`src/rtl/regfile_wb_arbiter.sv`:
```
// regfile_wb_arbiter
//  Shares the register file's single write port between the main pipeline
//  writeback (port A) and a long-latency unit (port B). Port A normally wins,
//  but port B is forced through after STARVE_LIMIT consecutive denied cycles.
//  A 32-entry pending scoreboard tracks destinations issued to port B so the
//  hazard unit can stall on busy registers.
//
// Ports
//  clk, rst                 clock, synchronous active-high reset
//  a_valid/a_addr/a_data    pipeline writeback request; a_ready = granted
//  b_valid/b_addr/b_data    long-latency writeback request; b_ready = granted
//  iss_valid/iss_addr       dispatch of an op to the long-latency unit
//  rs1_q/rs2_q/rd_q         hazard queries -> rs1_busy/rs2_busy/rd_busy
//  wr_en/wr_addr/wr_data    register file write port
//  waw_err                  sticky protocol-violation flag
module regfile_wb_arbiter #(
  parameter int N            = 32,
  parameter int STARVE_LIMIT = 4
) (
  input  logic         clk,
  input  logic         rst,
  input  logic         a_valid,
  input  logic [4:0]   a_addr,
  input  logic [N-1:0] a_data,
  output logic         a_ready,
  input  logic         b_valid,
  input  logic [4:0]   b_addr,
  input  logic [N-1:0] b_data,
  output logic         b_ready,
  input  logic         iss_valid,
  input  logic [4:0]   iss_addr,
  input  logic [4:0]   rs1_q,
  input  logic [4:0]   rs2_q,
  input  logic [4:0]   rd_q,
  output logic         rs1_busy,
  output logic         rs2_busy,
  output logic         rd_busy,
  output logic         wr_en,
  output logic [4:0]   wr_addr,
  output logic [N-1:0] wr_data,
  output logic         waw_err
);

  localparam int CW = $clog2(STARVE_LIMIT + 1);
  localparam logic [CW-1:0] LIMIT_C = CW'(STARVE_LIMIT);

  logic [31:0]   pending;
  logic [31:0]   pending_nxt;
  logic [CW-1:0] starve_cnt;
  logic          force_b;
  logic          grant_a;
  logic          grant_b;
  logic          iss_set;
  logic          err_now;

  assign force_b = (starve_cnt >= LIMIT_C);

  // Arbitration and write-port mux; everything is held quiet during reset
  always_comb begin
    grant_a = 1'b0;
    grant_b = 1'b0;
    wr_en   = 1'b0;
    wr_addr = 5'd0;
    wr_data = '0;
    if (!rst) begin
      if (a_valid && !(b_valid && force_b)) begin
        grant_a = 1'b1;
        wr_en   = (a_addr != 5'd0);
        wr_addr = a_addr;
        wr_data = a_data;
      end else if (b_valid) begin
        grant_b = 1'b1;
        wr_en   = (b_addr != 5'd0);
        wr_addr = b_addr;
        wr_data = b_data;
      end else begin
        grant_a = 1'b0;
        grant_b = 1'b0;
      end
    end else begin
      grant_a = 1'b0;
      grant_b = 1'b0;
    end
  end

  assign a_ready = grant_a;
  assign b_ready = grant_b;

  // Next scoreboard state and protocol-violation detection
  always_comb begin
    iss_set     = iss_valid && (iss_addr != 5'd0);
    pending_nxt = pending;
    err_now     = 1'b0;
    if (grant_b) begin
      pending_nxt[b_addr] = 1'b0;
    end else begin
      pending_nxt = pending_nxt;
    end
    // A set issued in the same cycle as the clear wins: a new op is in flight
    if (iss_set) begin
      pending_nxt[iss_addr] = 1'b1;
    end else begin
      pending_nxt = pending_nxt;
    end
    pending_nxt[0] = 1'b0;

    if (iss_set && pending[iss_addr] && !(grant_b && (b_addr == iss_addr))) begin
      err_now = 1'b1;
    end else if (grant_a && pending[a_addr]) begin
      err_now = 1'b1;
    end else if (grant_b && !pending[b_addr]) begin
      err_now = 1'b1;
    end else begin
      err_now = 1'b0;
    end
  end

  // Scoreboard register
  always_ff @(posedge clk) begin
    if (rst) begin
      pending <= 32'd0;
    end else begin
      pending <= pending_nxt;
    end
  end

  // Starvation counter: counts consecutive denied B cycles, saturating
  always_ff @(posedge clk) begin
    if (rst) begin
      starve_cnt <= '0;
    end else if (!b_valid || grant_b) begin
      starve_cnt <= '0;
    end else if (starve_cnt < LIMIT_C) begin
      starve_cnt <= starve_cnt + {{(CW-1){1'b0}}, 1'b1};
    end else begin
      starve_cnt <= starve_cnt;
    end
  end

  // Sticky violation flag
  always_ff @(posedge clk) begin
    if (rst) begin
      waw_err <= 1'b0;
    end else if (err_now) begin
      waw_err <= 1'b1;
    end else begin
      waw_err <= waw_err;
    end
  end

  assign rs1_busy = pending[rs1_q];
  assign rs2_busy = pending[rs2_q];
  assign rd_busy  = pending[rd_q];

endmodule

```
`config.mk`:
```
export PLATFORM = sky130hd
export DESIGN_NAME = regfile_wb_arbiter
export DESIGN_NICKNAME = d
export VERILOG_FILES = /design/src/rtl/regfile_wb_arbiter.sv
export SDC_FILE = /design/constraint.sdc
export NUM_CORES = 1
export LEC_CHECK = 0
export BUFFER_PORTS_ARGS = -buffer_cell sky130_fd_sc_hd__buf_4
export CELL_PAD_IN_SITES_DETAIL_PLACEMENT = 2
export CELL_PAD_IN_SITES_GLOBAL_PLACEMENT = 2
export CORE_UTILIZATION = 30
export CTS_CLUSTER_SIZE = 12
export DETAILED_ROUTE_END_ITERATION = 10
export PLACE_DENSITY = 0.87
export SYNTH_ARGS = -nofsm -noshare
export SYNTH_HDL_FRONTEND = slang
export SYNTH_SLANG_ARGS = --single-unit
```
`constraint.sdc`:
```
create_clock -name clk -period 5.9 [get_ports clk]
set_input_delay 1.475 -clock clk [delete_from_list [all_inputs] [get_ports clk]]
set_output_delay 1.475 -clock clk [all_outputs]
set_load 0.02 [all_outputs]
```
==> impl_metrics.tcl <==
set metrics [dict create \
    fin_nets 608 \
    fin_crit_sh_pct 79.31 \
    hold_buffers 0 \
    end_kind "output port" \
    avgRoutedWirePerCell_microns 26.83 \
    cts_inserted_buffers 5 \
    rows 39 \
    antenna_cells 0 \
    path_max_fanout 41 \
    worstPathCellList "buf_4 > nand2b_1 > a21oi_4 > a22o_1 > buf_4" \
    final_common_cell "buf_4" \
    status "complete, no violations" \
    final_area_sq_um 4748 \
    post_cts_buffers 0 \
    clock_sinks 35 \
    grt_use_total_pct 28.88 \
    holdCritPathClass "register to register" \
    start_util_pct 30.76 \
    ys_types 40 \
    netlist_instances 395 \
    synthArstFlopShare_pct 0 \
    drt-met1-wl_mm 6.481 \
    critical_path_required_ns 4.43 \
    yosysWarnings 0 \
    worstSetupStartpointType "primary input" \
    cp_top_family "compound AO/OA/AOI/OAI gates" \
    drc_errors 0 \
    tightestPinTransition_ns 1.095 \
    grt_max_degree 42 \
    first_pass_iters 6 \
    finalCriticalPeriod_ns 4.679 \
    synth_ff_type "dfxtp_1" \
    drive_above_1_share_pct 40.28 \
    path_clk_slew_ns 0.05 \
    multi_input_area_sq_um 2631 \
    slowest_stage "a21oi_4" \
    fp.coreArea_sq_um 11370 \
    clkLatencyLatePin_ns 0.28 \
    place_congestion 0.8729 \
    crit_path_max_incr_delay_ns 0.83 \
    io_buffers 142 \
    maxClockFrequency_ghz 0.2137 \
    vias 4060 \
    drv_cap 0 \
    path_class "primary input to output port" \
    finClkSkew_ns 0.004285 \
    tns_ns 0 \
    synth.avg_cell_area_sq_um 8.853 \
    highest_layer "met4" \
    hold_viol_final 0 \
    vdd.ir_drop.worst_v 0.00009474 \
    ys_seq_area_share_pct 20.04 \
    dp_hpwl_mm 12.78 \
    power.leakage_uw 0.001882 \
    ctsResizeCount 0 \
    dieHeight_microns 110.0 \
    setup_viol 0 \
    final_util_pct 41.76 \
    cts_tree "done" \
    synth-seq-cells 35 \
    grt_first_pass_wirelength_mm 25.62 \
    gr-total-overflow 0 \
    critical_path_arrival_ns 3.20 \
    wl_met2_mm 8.714 \
    rsz0062_at_grt "false" \
    clockBufferDepth 2 \
    syn_nets 495 \
    dpl_cell_area_sq_um 4611 \
    ff_latch_area_sq_um 700.7 \
    critPathMostFrequentCell "buf_4" \
    antenna_found_initial 0 \
    synth_edf_count 0 \
    powerDensity_nw_per_um2 154.7 \
    slew-limit-headroom_pct 26.85 \
    path_buf_inv 2 \
    ios 143 \
    die_x_microns 110.0 \
    cts.root.buffer_cell "clkbuf_16" \
    met3WireLength_mm 1.375 \
    grt_pass1_vias 4371 \
    maxSlewViolCount 0 \
    antenna_left 0 \
    netlist_area_sq_um 3497 \
    drtIter0Drc 300 \
    area_growth_syn_to_layout_pct 35.78 \
    htree_levels 2 \
    wl_mm 17.49 \
    vias_per_cell 6.227 \
    final_cell_mix "buf_4 (144), nand2_1 (52), mux4_2 (40), o21ai_0 (38), a21oi_1 (37)" \
    dieArea_sq_um 12090 \
    fillers 1242 \
]
-- sequential cells by signal (all words and copies together) (netlist names) --
name and cells:
pending 31, starve_cnt 3, waw_err 1
-- stage by stage --
step,hold WS [ns],worst slack (ns),std cells,power [uW]
final,0.4466,1.221,652,734.4
after global routing,0.4586,1.139,652,759.2
after CTS,0.4584,1.238,652,734.6
after detailed placement,0.4507,1.230,644,483.1
after global placement,0.4158,1.308,644,472.6
after floorplan,0.4082,1.447,395,369.8
-- layout make-up --
| class | count | area share, % |
|---|---|---|
| Multi-Input combinational cell | 317 | 55.41 |
| Timing Repair Buffer | 144 | 22.77 |
| Sequential cell | 35 | 14.76 |
| Tap cell | 143 | 3.768 |
| Clock buffer | 7 | 2.793 |
| Inverter | 5 | 0.3953 |
| Clock inverter | 1 | 0.1054 |
-- report_power, final --
part	total, uW	internal, uW	switching (uW)
combinational	230	109	121
clock	254	156	98.3
sequential	250	241	9.20
total	734	506	229
-- synthesized netlist by cell type (2+ instances only) --
master / number / area [sq um]
a2111oi_0: 4 / 35.03
mux4_2: 40 / 900.9
nor2_1: 12 / 45.04
a22o_1: 36 / 315.3
and2_1: 3 / 18.77
nand4_1: 6 / 37.54
or2_2: 2 / 12.51
or3_1: 2 / 12.51
nor4_1: 4 / 25.02
buf_1: 6 / 22.52
dfxtp_1: 35 / 700.7
a22oi_1: 3 / 22.52
nand2_1: 52 / 195.2
clkbuf_1: 18 / 67.56
buf_4: 2 / 15.01
a21oi_1: 38 / 190.2
nor2b_1: 9 / 56.30
o31ai_1: 2 / 15.01
mux2i_1: 13 / 130.1
inv_1: 5 / 18.77
o21ai_0: 38 / 190.2
xnor2_1: 3 / 26.28
mux2_2: 10 / 112.6
o211ai_1: 3 / 22.52
nand3b_1: 2 / 15.01
buf_2: 12 / 60.06
nor3_1: 4 / 20.02
xor2_1: 2 / 17.52
nand2b_1: 12 / 75.07
nand3_1: 7 / 35.03
-- worst paths after layout --
path,start,to,slack [ns],cells past startpoint
worst max register to register,starve_cnt[2]$_SDFFE_PP0N_,waw_err$_SDFFE_PP0P_,3.77,5
worst min-delay path,starve_cnt[0]$_SDFFE_PP0N_,starve_cnt[0]$_SDFFE_PP0N_,0.45,1
worst min register to register,starve_cnt[0]$_SDFFE_PP0N_,starve_cnt[0]$_SDFFE_PP0N_,0.45,1
worst max-delay path,rst,wr_data[23],1.22,5
-- layer usage --
metal,GRT usage [%],up-vias
li1,-,1752
met1,35.96,2027
met2,47.72,199
met3,4.624,82
met4,15.52,0
met5,0,-
-- worst reg2reg max path: cells and delay by family (launching register included) --
family | cells | cell delay (ns)
AND/OR/NAND/NOR | 2 | 0.30
AO/OA/AOI/OAI | 3 | 1.43
flip-flops | 1 | 0.33
-- cells by family after synthesis --
group | after synthesis | synth area share (%)
compound gates | 129 | 23.83
simple gates | 119 | 16.57
mux | 63 | 32.70
buf+inv | 43 | 5.259
flops | 35 | 20.04
xor+xnor | 5 | 1.252
fa+ha+maj | 1 | 0.3577
No activity file was read; power rests on OpenSTA's default activity.
